--- src/rtl/frame_sequencer.sv ---
// Pixel stream sequencer: tags each valid pixel with its frame position and
// line/frame strobes, and issues a post-frame flush strobe to the filter datapath.
module frame_sequencer #(
  parameter int unsigned WIDTH        = 800,
  parameter int unsigned HEIGHT       = 600,
  parameter int unsigned WIN          = 4,
  parameter int unsigned FLUSH_CYCLES = 8
) (
  input  logic        clock,
  input  logic        reset,
  input  logic        valid,
  input  logic [7:0]  din,
  input  logic        resync,
  output logic [7:0]  dout,
  output logic        dvalid,
  output logic [9:0]  x,
  output logic [9:0]  y,
  output logic        sof,
  output logic        eof,
  output logic        sol,
  output logic        eol,
  output logic        border,
  output logic        flush,
  output logic        busy,
  output logic [15:0] frame_cnt
);

  typedef enum logic [1:0] {IDLE, ACTIVE, FLUSH} state_t;

  localparam logic [9:0]  LAST_COL   = 10'(WIDTH - 1);
  localparam logic [9:0]  LAST_ROW   = 10'(HEIGHT - 1);
  localparam logic [9:0]  BORDER_LIM = 10'(WIN - 1);
  localparam logic [15:0] FLUSH_INIT = 16'(FLUSH_CYCLES - 1);

  state_t      state;
  logic [9:0]  col;
  logic [9:0]  row;
  logic [15:0] flush_left;
  logic        at_eol;
  logic        at_eof;

  always_comb begin
    at_eol = (col == LAST_COL);
    at_eof = at_eol && (row == LAST_ROW);
  end

  always_ff @(posedge clock) begin
    if (reset) begin
      state      <= IDLE;
      col        <= '0;
      row        <= '0;
      flush_left <= '0;
      dout       <= '0;
      dvalid     <= 1'b0;
      x          <= '0;
      y          <= '0;
      sof        <= 1'b0;
      eof        <= 1'b0;
      sol        <= 1'b0;
      eol        <= 1'b0;
      border     <= 1'b0;
      flush      <= 1'b0;
      busy       <= 1'b0;
      frame_cnt  <= '0;
    end else begin
      dvalid <= 1'b0;
      sof    <= 1'b0;
      eof    <= 1'b0;
      sol    <= 1'b0;
      eol    <= 1'b0;
      border <= 1'b0;
      if (resync) begin
        state      <= IDLE;
        col        <= '0;
        row        <= '0;
        flush_left <= '0;
        flush      <= 1'b0;
        busy       <= 1'b0;
      end else if (valid) begin
        // Counters are already zero in IDLE/FLUSH, so the same path starts a frame
        // from either state and also aborts a running flush.
        dout   <= din;
        dvalid <= 1'b1;
        x      <= col;
        y      <= row;
        sof    <= (col == '0) && (row == '0);
        sol    <= (col == '0);
        eol    <= at_eol;
        eof    <= at_eof;
        border <= (col < BORDER_LIM) || (row < BORDER_LIM);
        busy   <= 1'b1;
        if (at_eof) begin
          col        <= '0;
          row        <= '0;
          frame_cnt  <= frame_cnt + 16'd1;
          state      <= FLUSH;
          flush      <= 1'b1;
          flush_left <= FLUSH_INIT;
        end else begin
          state <= ACTIVE;
          flush <= 1'b0;
          if (at_eol) begin
            col <= '0;
            row <= row + 10'd1;
          end else begin
            col <= col + 10'd1;
          end
        end
      end else if (state == FLUSH) begin
        if (flush_left == '0) begin
          flush <= 1'b0;
          busy  <= 1'b0;
          state <= IDLE;
        end else begin
          flush_left <= flush_left - 16'd1;
        end
      end
    end
  end

endmodule

--- config.mk ---
export PLATFORM = sky130hd
export DESIGN_NAME = frame_sequencer
export DESIGN_NICKNAME = d
export VERILOG_FILES = /design/src/rtl/frame_sequencer.sv
export SDC_FILE = /design/constraint.sdc
export NUM_CORES = 1
export LEC_CHECK = 0
export CORE_MARGIN = 2
export CORE_UTILIZATION = 44
export DETAILED_ROUTE_END_ITERATION = 16
export GPL_ROUTABILITY_DRIVEN = 0
export PLACE_DENSITY = 0.69
export REMOVE_ABC_BUFFERS = 1
export SYNTH_ARGS = -nofsm -noshare
export SYNTH_HDL_FRONTEND = slang
export SYNTH_SLANG_ARGS = --single-unit
--- constraint.sdc ---
create_clock -name clock -period 2.8 [get_ports clock]
set_input_delay 0.56 -clock clock [delete_from_list [all_inputs] [get_ports clock]]
set_output_delay 0.56 -clock clock [all_outputs]
set_load 0.1 [all_outputs]
Word level (Yosys, flattened, before mapping)
Index checks and enable logic that the tools add are counted.
Operators by class
  equality and inequality tests: 5
  bitwise operators: 2
  mux-type cells: 18
  order comparisons: 2
  $add $sub $neg: 4
  reductions and logical operators: 16
Operators with widths (number)
  $mux W16: 4
  $mux W10: 4
  $add A10 B1 Y10 const B: 2
  $eq A10 B10 Y1 const B: 2
  $logic_not A10 Y1: 2
  $lt A10 B2 Y1 const B: 2
  $add A16 B1 Y16 const B: 1
  $logic_not A16 Y1: 1
  $sub A16 B1 Y16 const B: 1
  $mux W2: 4
  $mux W1: 6
  $reduce_and A2 Y1: 3
  $reduce_and A3 Y1: 2
  $reduce_bool A2 Y1: 3
  $reduce_or A3 Y1: 1
  $eq A2 B2 Y1 const B: 1
  $logic_and A1 B1 Y1: 2
  $ne A2 B1 Y1 const B: 1
  $ne A2 B2 Y1 const B: 1
  $not A1 Y1: 2
  $reduce_or A2 Y1: 1
  $logic_or A1 B1 Y1: 1
Word-level totals
  word-level logic and storage cells: 63
  flip-flop bits (word level): 90
  output and inout bits: 52
  bits of input ports: 12

Longest topological paths before layout
  depth in word-level cells: 4
  depth in mapped cells: 8
  depth with buffers taken out: 7

Worst setup path after synthesis
No wires, ideal clock.
  path kind: reg-to-reg
  start point: register frame_cnt[2]
  end point: register frame_cnt[14]
  arrival time: 2.412 ns
  path slack: 0.317 ns
  data required time: 2.730 ns
  stages on the path, launching flop included: 6
  path buffers: 0
  clock period less this slack: 2.483 ns
  setup time: 0.070 ns
  cell sequence: dfxtp_1 nand4_1 nor4_1 nand2_1 or3_1 a21oi_1
Between the ends
  cells in the longest elaborated chain, start to end: 1
RTL lines
  start, declared: line 25  | output logic [15:0] frame_cnt
  start signal, assigned: line 95  | frame_cnt <= frame_cnt + 16'd1;
  $add A16 B1 Y16: line 95
Every way passes these cells.
A chain may end at the register's enable or synchronous reset.

Final worst setup path
  start point: register row[3]
  end point: register frame_cnt[15]
Between the ends
  cells in the longest elaborated chain, start to end: 3
RTL lines
  start, declared: line 37  | logic [9:0] row;
  start signal, assigned: line 104  | row <= row + 10'd1;
  $eq A10 B10 Y1: line 44  | at_eof = at_eol && (row == LAST_ROW);
  $logic_and A1 B1 Y1: line 44
  $reduce_and A3 Y1 (no line)
Every way passes these cells.

==> impl_metrics.ini <==
[synthesis]
yosys_warnings = 0
synth_ff_type = dfxtp_1
synth_async_sr_flop_share_pct = 0
synth_area_leaders = dfxtp_1, nand2_1, a21oi_1, nor2_1, xnor2_1
yosys.area.top_type_share_pct = 45.4
synth_area_sq_um = 3930
synth_top_area_cell = dfxtp_1
synth-seq-cells = 89
postSynthCellCount = 472
avgSynthCellArea_sq_um = 8.32
yosysUniqueCellTypes = 52
yosysSeqAreaShare_pct = 45.4
synth_edf_count = 0

[clock_tree]
cts.repair.resized = 0
h-tree-depth = 3
cts.sinks = 89
cts-buffers-inserted = 9
cts_buffer_depth = 2
tritoncts = yes
cts_root_buffer = clkbuf_8
ctsHoldBuffers = 0
clk_pin_slew_worst_paths_ps = 90
post_cts_buffers = 0
clk_latency_ps = 350

[worst_setup_path]
max_stage_delay_ps = 600
required_ps = 3040
critPathLaunchType = register
worst_ep_arrival_time_ps = 2540
crit_fanout = 9
crit_chain = or4_4, or3_1, nor4_4, a41o_1, a21oi_1
crit_type = reg -> reg
worst_path_max_delay_cell = or4_4
worstSetupEndpointType = register

[global_routing]
grt_pass1_vias = 3277
grt_overflow = 0
grt_usage_pct = 19.2
grt_first_pass_wirelength_um = 15300
grt_max_degree = 29
grt_antenna_before_repair = 0

[floorplan]
rows = 34
start_util_pct = 45.2
design.core.area_sq_um = 8680
ios = 64
die_area_sq_um = 9690
die_w_um = 98.5
die_h_um = 98.5

[layout]
post-route-util_pct = 55.2
syn2layout_area_growth_pct = 22.1
layout_common_cells = dfxtp_1, nand2_1, buf_4
design_area_sq_um = 4790
diodes = 0
nets = 557
drive_above_1_share_pct = 17.8
final_common_cell = dfxtp_1
finalNonFillerCells = 652

[power]
fin_total_pwr_mw = 2.36
leakagePower_nw = 1.75
power_density_nw_per_um2 = 492
vdd_drop_max_mv = 0.252

[sta]
slew_violations = 0
max_freq_mhz = 434
finClkSkew_ps = 5.54
fin_crit_sh_pct = 82.3
rsz0062_at_grt = false
min_period_ps = 2300
final_hold_viol_count = 0
setup_ws_ps = 497
setup_viol = 0
fin_hold_ws_ps = 456
setup_tns_ps = 0
relSlewSlack_pct = 51.5
worstMarginPinSlew_ps = 721

[place]
io_buffers = 63
dp_hpwl_um = 6500
placed_area_sq_um = 4590
dp_cells = 636
dp_slack_ps = 281

[flow_run]
maxCapViolations = 0

[worst_hold_path]
worst_hold_path_type = reg -> reg

[route]
drt-total-wl_um = 9240
wl_per_cell_um = 14.2
drtPass1Iterations = 4
drc = 0
drt_iter0_drc = 169
postRouteAntennaNets = 0
vias_per_cell = 5.41
vias = 3528

[outcome]
status = complete, no violations
## state kept, by name, summed over array words and instances (netlist names), 8 cells and up
name and cells:
frame_cnt 16, col 10, y 10, dout 8, row 10, x 10
flush_left 16
## kinds of logic after synthesis
logic type,share of synthesized area [%]
muxes,0.797
xor gates and xnor gates,4.91
buffers and inverters,3.98
DFF,45.4
AOI/OAI and AO/OA,14.8
and+or+nand+nor,28.2
adders and majority gates,1.91
## synthesized netlist by cell type (all sizes together) (4+ instances only)
cell type  instances
nor2              41
ha                 6
and3               6
o21a               4
nand4             15
or3               10
nor3              20
a31oi              5
inv               12
xor2               8
or4                4
nor2b              5
nand2             80
clkbuf            22
nor4              12
a311oi             4
a21oi             48
nand3             12
o21ai             14
xnor2             14
a211oi             4
dfxtp             89
## path summary, 6_finish.rpt
kind,start,endpoint,slack (ps),depth (start not counted)
worst max-delay path,row[3]$_SDFFE_PP0P_,frame_cnt[15]$_SDFFE_PP0P_,500,5
worst max register to register,row[3]$_SDFFE_PP0P_,frame_cnt[15]$_SDFFE_PP0P_,500,5
worst min register to register,y[6]$_SDFFE_PP0P_,y[6]$_SDFFE_PP0P_,460,2
worst min-delay path,y[6]$_SDFFE_PP0P_,y[6]$_SDFFE_PP0P_,460,2
## power by group
part           switching (mW)  leakage (nW)  internal (mW)
clock                   0.464         0.100          0.444
combinational           0.122         0.926         0.0471
sequential            0.00589         0.719           1.27
total                   0.592          1.74           1.77
## worst max-delay path, delay by kind of cell, from the launching register on
family / cells / cell delay, ps
AO/OA/AOI/OAI: 2 / 290
flip-flops: 1 / 400
AND/OR/NAND/NOR: 3 / 1500
## area by class of cell
cell class	instances	area (sq um)
multi-input combinational	346	1990
clock inverter	5	63.8
inverter	12	45.0
fill	814	3890
tap	108	135
sequential	89	1780
clock buffer	11	141
timing repair buffer	81	636
## metal layers
layer | share of wire (%) | up-vias | track usage (%)
met1 | 49 | 1644 | 25.1
met4 | 1.5 | 0 | 8.75
met3 | 4.6 | 13 | 3.62
met5 | 0 | - | 0
li1 | - | 1794 | -
met2 | 45 | 77 | 31.0
Power figures use the tool's default switching activity.
==> RTL change 1, RTL diff (config.mk and constraints unchanged) <==
Make the reset (`reset`) asynchronous in one clocked block.
--- a/src/rtl/frame_sequencer.sv
+++ b/src/rtl/frame_sequencer.sv
@@ -45,5 +45,5 @@
   end
 
-  always_ff @(posedge clock) begin
+  always_ff @(posedge clock or posedge reset) begin
     if (reset) begin
       state      <= IDLE;
Check against the original RTL: differs if reset is asserted again (counterexample within 4 cycles, from zero or initial values and one cycle with reset high); with reset held inactive, the same outputs for 4 cycles.
==> RTL change 1 against the unedited design <==
Worst setup slack worse by 0.076 ns. Critical path depth up 1. Critical endpoint is now frame_cnt[4]$_DFFE_PP0P_. Wire length about the same. Count of clock-buffer cells in the layout down 1. Sequential cell count unchanged. Design area up 6.3%. First-iteration DRC count up 5.3%. Die area up 6.5%. Global-route usage down 0.085 points. Synthesized area up 6.8%.
Power is not compared: it rests on default switching activity, and its combinational part moved more than twofold at a synthesized area within 25%.
==> RTL change 1: results (changes against the unedited design) <==
status: "finished, final reports clean"
tightest_slew_ns: 0.6867  # -0.03436 ns
io_buffers: 63  # unchanged
drt-met1-wl_mm: 4.430  # -1.2%
clkTransAtPathRegs_ns: 0.09  # about the same
hold_path.class: "register to register"
numCtsBuffers: 9  # unchanged
drive_gt1_share_pct: 18.29  # +0.46 points
dp_hpwl_mm: 6.313  # -2.8%
grt_pass1_vias: 3238  # -1.2%
crit_arrival_ns: 2.66  # +0.12 ns
slowest_stage: "or4_1"
dr.pass1.iters: 4  # unchanged
wl_per_cell_um: 14.35  # +1.3%
wl_met3_um: 328  # -23%
cts_root_buf: "clkbuf_8"
num_antenna_cells: 0  # unchanged
grt_max_degree: 54  # +86%
synthFlopType: "dfrtp_1"
ys_warn_count: 0  # unchanged
vdd_drop_max_uv: 271.4
crit_path_max_fanout: 6  # -3
clock_path_buffers: 2  # unchanged
critPathMaxStageDelay_ns: 0.73  # +0.13 ns
synth-seq-area-share_pct: 53.15  # +7.8 points
ys_top_cells_by_count: "nand2_1, dfrtp_1, o21ai_0"
ff2ff_path_depth: 6  # +1
synth.area.top_cells: "dfrtp_1, nand2_1, xnor2_1"
num_vias: 3427  # -2.9%
grtUsageTotal_pct: 19.13  # -0.085 points
synth_cell_type_count: 55  # +5.8%
h-tree-depth: 3  # unchanged
min_path_cells: 2  # unchanged
layout.nets: 528  # -5.2%
async_flop_share_pct: 100.0  # +100 points
grt_pass1_wl_mm: 15.74  # +2.7%
wl_met2_mm: 4.315  # +2.9%
place_ws_ns: 0.2785  # -0.002243 ns
place_area_um2: 4871  # +6.2%
cts_setup_buffers: 0  # unchanged
drt_iter0_drc: 178  # +5.3%
clock_latency_ns: 0.37  # +0.02 ns
finClkSkew_ns: 0.01213  # +0.006586 ns
biggestRegsByFlops: "flush_left (16), frame_cnt (16)"
dr.max_layer_used: "met4"
[RTL change 1: cell types whose count changed after synthesis, moves of 5 or more]
cell	unedited run	this run
dfrtp_1	0	89
dfxtp_1	89	0
a21oi_1	48	10
nand2_1	80	108
nor2_1	40	24
o21ai_0	13	25
nor3_1	19	8
clkbuf_1	21	15
nand3_1	12	18
o211ai_1	0	5
[RTL change 1: tightest hold or removal path: stages, from the launching register on]
cell and delay, ns:
dfrtp_1 0.35, nand2_1 0.05, nand2_1 0.05
[RTL change 1: logic make-up (layout without fill, tap and decap cells)]
family | count (synthesis) | count (layout) | share of synthesized area, %
xor+xnor | 23 | 23 | 4.808
buf+inv | 32 | 104 | 2.896
fa+ha+maj | 6 | 6 | 1.792
compound gates | 74 | 74 | 11.59
flops | 89 | 89 | 53.15
mux | 2 | 2 | 0.5076
simple gates | 216 | 216 | 25.26
[RTL change 1: final timing paths]
check | from | to | slack [ns]
max | col[0]$_DFFE_PP0P_ | frame_cnt[4]$_DFFE_PP0P_ | 0.42
min | x[4]$_DFFE_PP0P_ | x[4]$_DFFE_PP0P_ | 0.48
max reg2reg | col[0]$_DFFE_PP0P_ | frame_cnt[4]$_DFFE_PP0P_ | 0.42
min reg2reg | x[4]$_DFFE_PP0P_ | x[4]$_DFFE_PP0P_ | 0.48
max in group asynchronous | reset | x[4]$_DFFE_PP0P_ | 1.65
min in group asynchronous | reset | flush_left[10]$_DFFE_PP0P_ | 0.62
[RTL change 1: final cells by class]
type                       instances  area [um2]
multi-input combinational        321        1842
clock buffer                      10       137.6
timing repair buffer              74       583.1
fill                             858        4144
sequential                        89        2227
inverter                          15       57.56
clock inverter                     5       87.58
tap                              129       161.4
[RTL change 1: metal layers]
metal,vias up,global-route usage [%]
met2,84,29.91
met1,1640,26.76
met4,0,6.861
li1,1690,-
met5,-,0
met3,13,3.520
[RTL change 1: metrics by stage]
step	hold WS, ns	cells
floorplan	0.4736	425
global placement	0.4599	628
detailed placement	0.4631	628
CTS	0.4848	643
global route	0.5135	643
finish	0.4790	643
[RTL change 1: power breakdown]
part           switching (W)  internal [W]  total (W)
combinational       0.000306     0.0000848   0.000391
sequential         0.0000227       0.00132    0.00134
clock               0.000471      0.000530    0.00100
total               0.000799       0.00193    0.00273
==> RTL change 2, RTL diff (config.mk and constraints unchanged) <==
Without the edit above. The parameter `HEIGHT` goes from 600 to 512.
--- a/src/rtl/frame_sequencer.sv
+++ b/src/rtl/frame_sequencer.sv
@@ -3,5 +3,5 @@
 module frame_sequencer #(
   parameter int unsigned WIDTH        = 800,
-  parameter int unsigned HEIGHT       = 600,
+  parameter int unsigned HEIGHT       = 512,
   parameter int unsigned WIN          = 4,
   parameter int unsigned FLUSH_CYCLES = 8
Function: same outputs for any inputs over 4 cycles, from zero or initial values and one cycle with reset high; that may be too few to reach the edited logic, so the function may still have changed.
==> RTL change 2 against the unedited design <==
Worst setup slack worse by 0.14 ns. Count of clock-buffer cells in the layout down 2. Sequential share of layout area up 0.70 points. Fmax down 5.9%. Non-clock buffer count unchanged. Total power down 4.2%. Largest power group unchanged. Global-route usage up 0.64 points. Wire length up 0.43%. Sequential cell count unchanged. Critical path type unchanged. Design area down 1.9%. Synthesized area down 1.9%.
==> RTL change 2: results (changes against the unedited design) <==
status: "finished, final reports clean"
vdd_drop_max_uv: 284.2  # +13%
whs_ns: 0.4602  # +0.003938 ns
tightest_slew_ns: 0.6078  # -0.1133 ns
h-tree-depth: 3  # unchanged
place_ws_ns: 0.2083  # -0.07245 ns
drive_gt1_share_pct: 18.46  # +0.62 points
finalWorstSetupSlack_ns: 0.3532  # -0.1435 ns
vias_per_cell: 5.426  # +0.27%
finClkSkew_ns: 0.01137  # +0.005833 ns
wl_mm: 9.279  # +0.43%
grt_pass1_vias: 3228  # -1.5%
grt_pass1_wl_mm: 15.49  # +1.1%
place_area_um2: 4524  # -1.4%
num_antenna_cells: 0  # unchanged
layout.nets: 544  # -2.3%
p_sw_share_pct: 26.96  # +1.8 points
leakagePower_nw: 1.860  # +6.6%
numCtsBuffers: 9  # unchanged
crit_path_max_fanout: 11  # +2
synth-seq-area-share_pct: 46.28  # +0.89 points
crit_arrival_ns: 2.73  # +0.19 ns
grtUsageTotal_pct: 19.86  # +0.64 points
synth_edf_count: 0  # unchanged
drt_iter0_drc: 189  # +12%
synth_cell_type_count: 49  # -5.8%
grt_max_degree: 43  # +48%
fill_cells: 793  # -2.6%
dp_hpwl_mm: 6.714  # +3.4%
synth.area.top_cells: "dfxtp_1, nand2_1, a21oi_1"
ys_top_cells_by_count: "dfxtp_1, nand2_1, nor2_1"
[RTL change 2: cell types whose count changed after synthesis, moves of 5 or more]
cell and delta:
a21oi_1 -8, nor2_1 +5, nand3_1 +6, nor3_1 -11, o31ai_1 +5, o21ai_0 -7, xor2_1 +7, nor4_1 +9
[RTL change 2: power groups by stage]
stage / Combinational, W / Sequential [W] / Clock, W
detailed placement: 0.000173 / 0.00131 / 0
global route: 0.000184 / 0.00128 / 0.000872
finish: 0.000173 / 0.00128 / 0.000805
CTS: 0.000173 / 0.00128 / 0.000826
global placement: 0.000172 / 0.00131 / 0
floorplan: 0.0000362 / 0.00137 / 0
[RTL change 2: layout make-up]
cell class | instances | area [um2] | share of cell area (%)
Inverter | 10 | 37.54 | 0.7981
Clock inverter | 7 | 55.05 | 1.171
Timing Repair Buffer | 81 | 648.1 | 13.78
Tap cell | 108 | 135.1 | 2.873
Multi-Input combinational cell | 335 | 1922 | 40.86
Sequential cell | 89 | 1782 | 37.88
Clock buffer | 9 | 123.9 | 2.634
[RTL change 2: worst paths after layout]
check / depth (start not counted) / endpoint / start
min reg2reg: 2 / x[8]$_SDFFE_PP0P_ / x[8]$_SDFFE_PP0P_
max: 6 / frame_cnt[15]$_SDFFE_PP0P_ / col[0]$_SDFFE_PP0P_
min: 2 / x[8]$_SDFFE_PP0P_ / x[8]$_SDFFE_PP0P_
max reg2reg: 6 / frame_cnt[15]$_SDFFE_PP0P_ / col[0]$_SDFFE_PP0P_
[RTL change 2: layer usage]
metal | vias up | global-route usage, % | routed length [um]
li1 | 1755 | - | -
met1 | 1627 | 27.45 | 4516
met2 | 69 | 30.45 | 4181
met3 | 16 | 4.101 | 402
met4 | 0 | 7.906 | 177
met5 | - | 0 | 0
[RTL change 2: cells by family after synthesis]
logic type | synth area share [%]
simple gates | 27.95
flops | 46.28
compound gates | 13.26
buf+inv | 3.867
xor+xnor | 5.915
fa+ha+maj | 1.950
mux | 0.7800
[RTL change 2: worst max-delay path, stage by stage (launching register included)]
cell     delay, ns
dfxtp_1       0.43
ha_1          0.26
nand4_1       0.19
or3_4         0.44
or3_4         0.46
or4_1         0.42
a21oi_1       0.17
[RTL change 2: metrics by stage]
| step | std cells | total power [W] | setup TNS [ns] | util (%) |
|---|---|---|---|---|
| 5_1_grt | 639 | 0.002338 | 0 | 54.73 |
| 3_3_place_gp | 623 | 0.001482 | 0 | 52.65 |
| 3_5_place_dp | 623 | 0.001484 | 0 | 52.65 |
| 6_report | 639 | 0.002259 | 0 | 54.73 |
| 4_1_cts | 639 | 0.002281 | 0 | 54.73 |
| 2_1_floorplan | 434 | 0.001410 | -0.05329 | - |
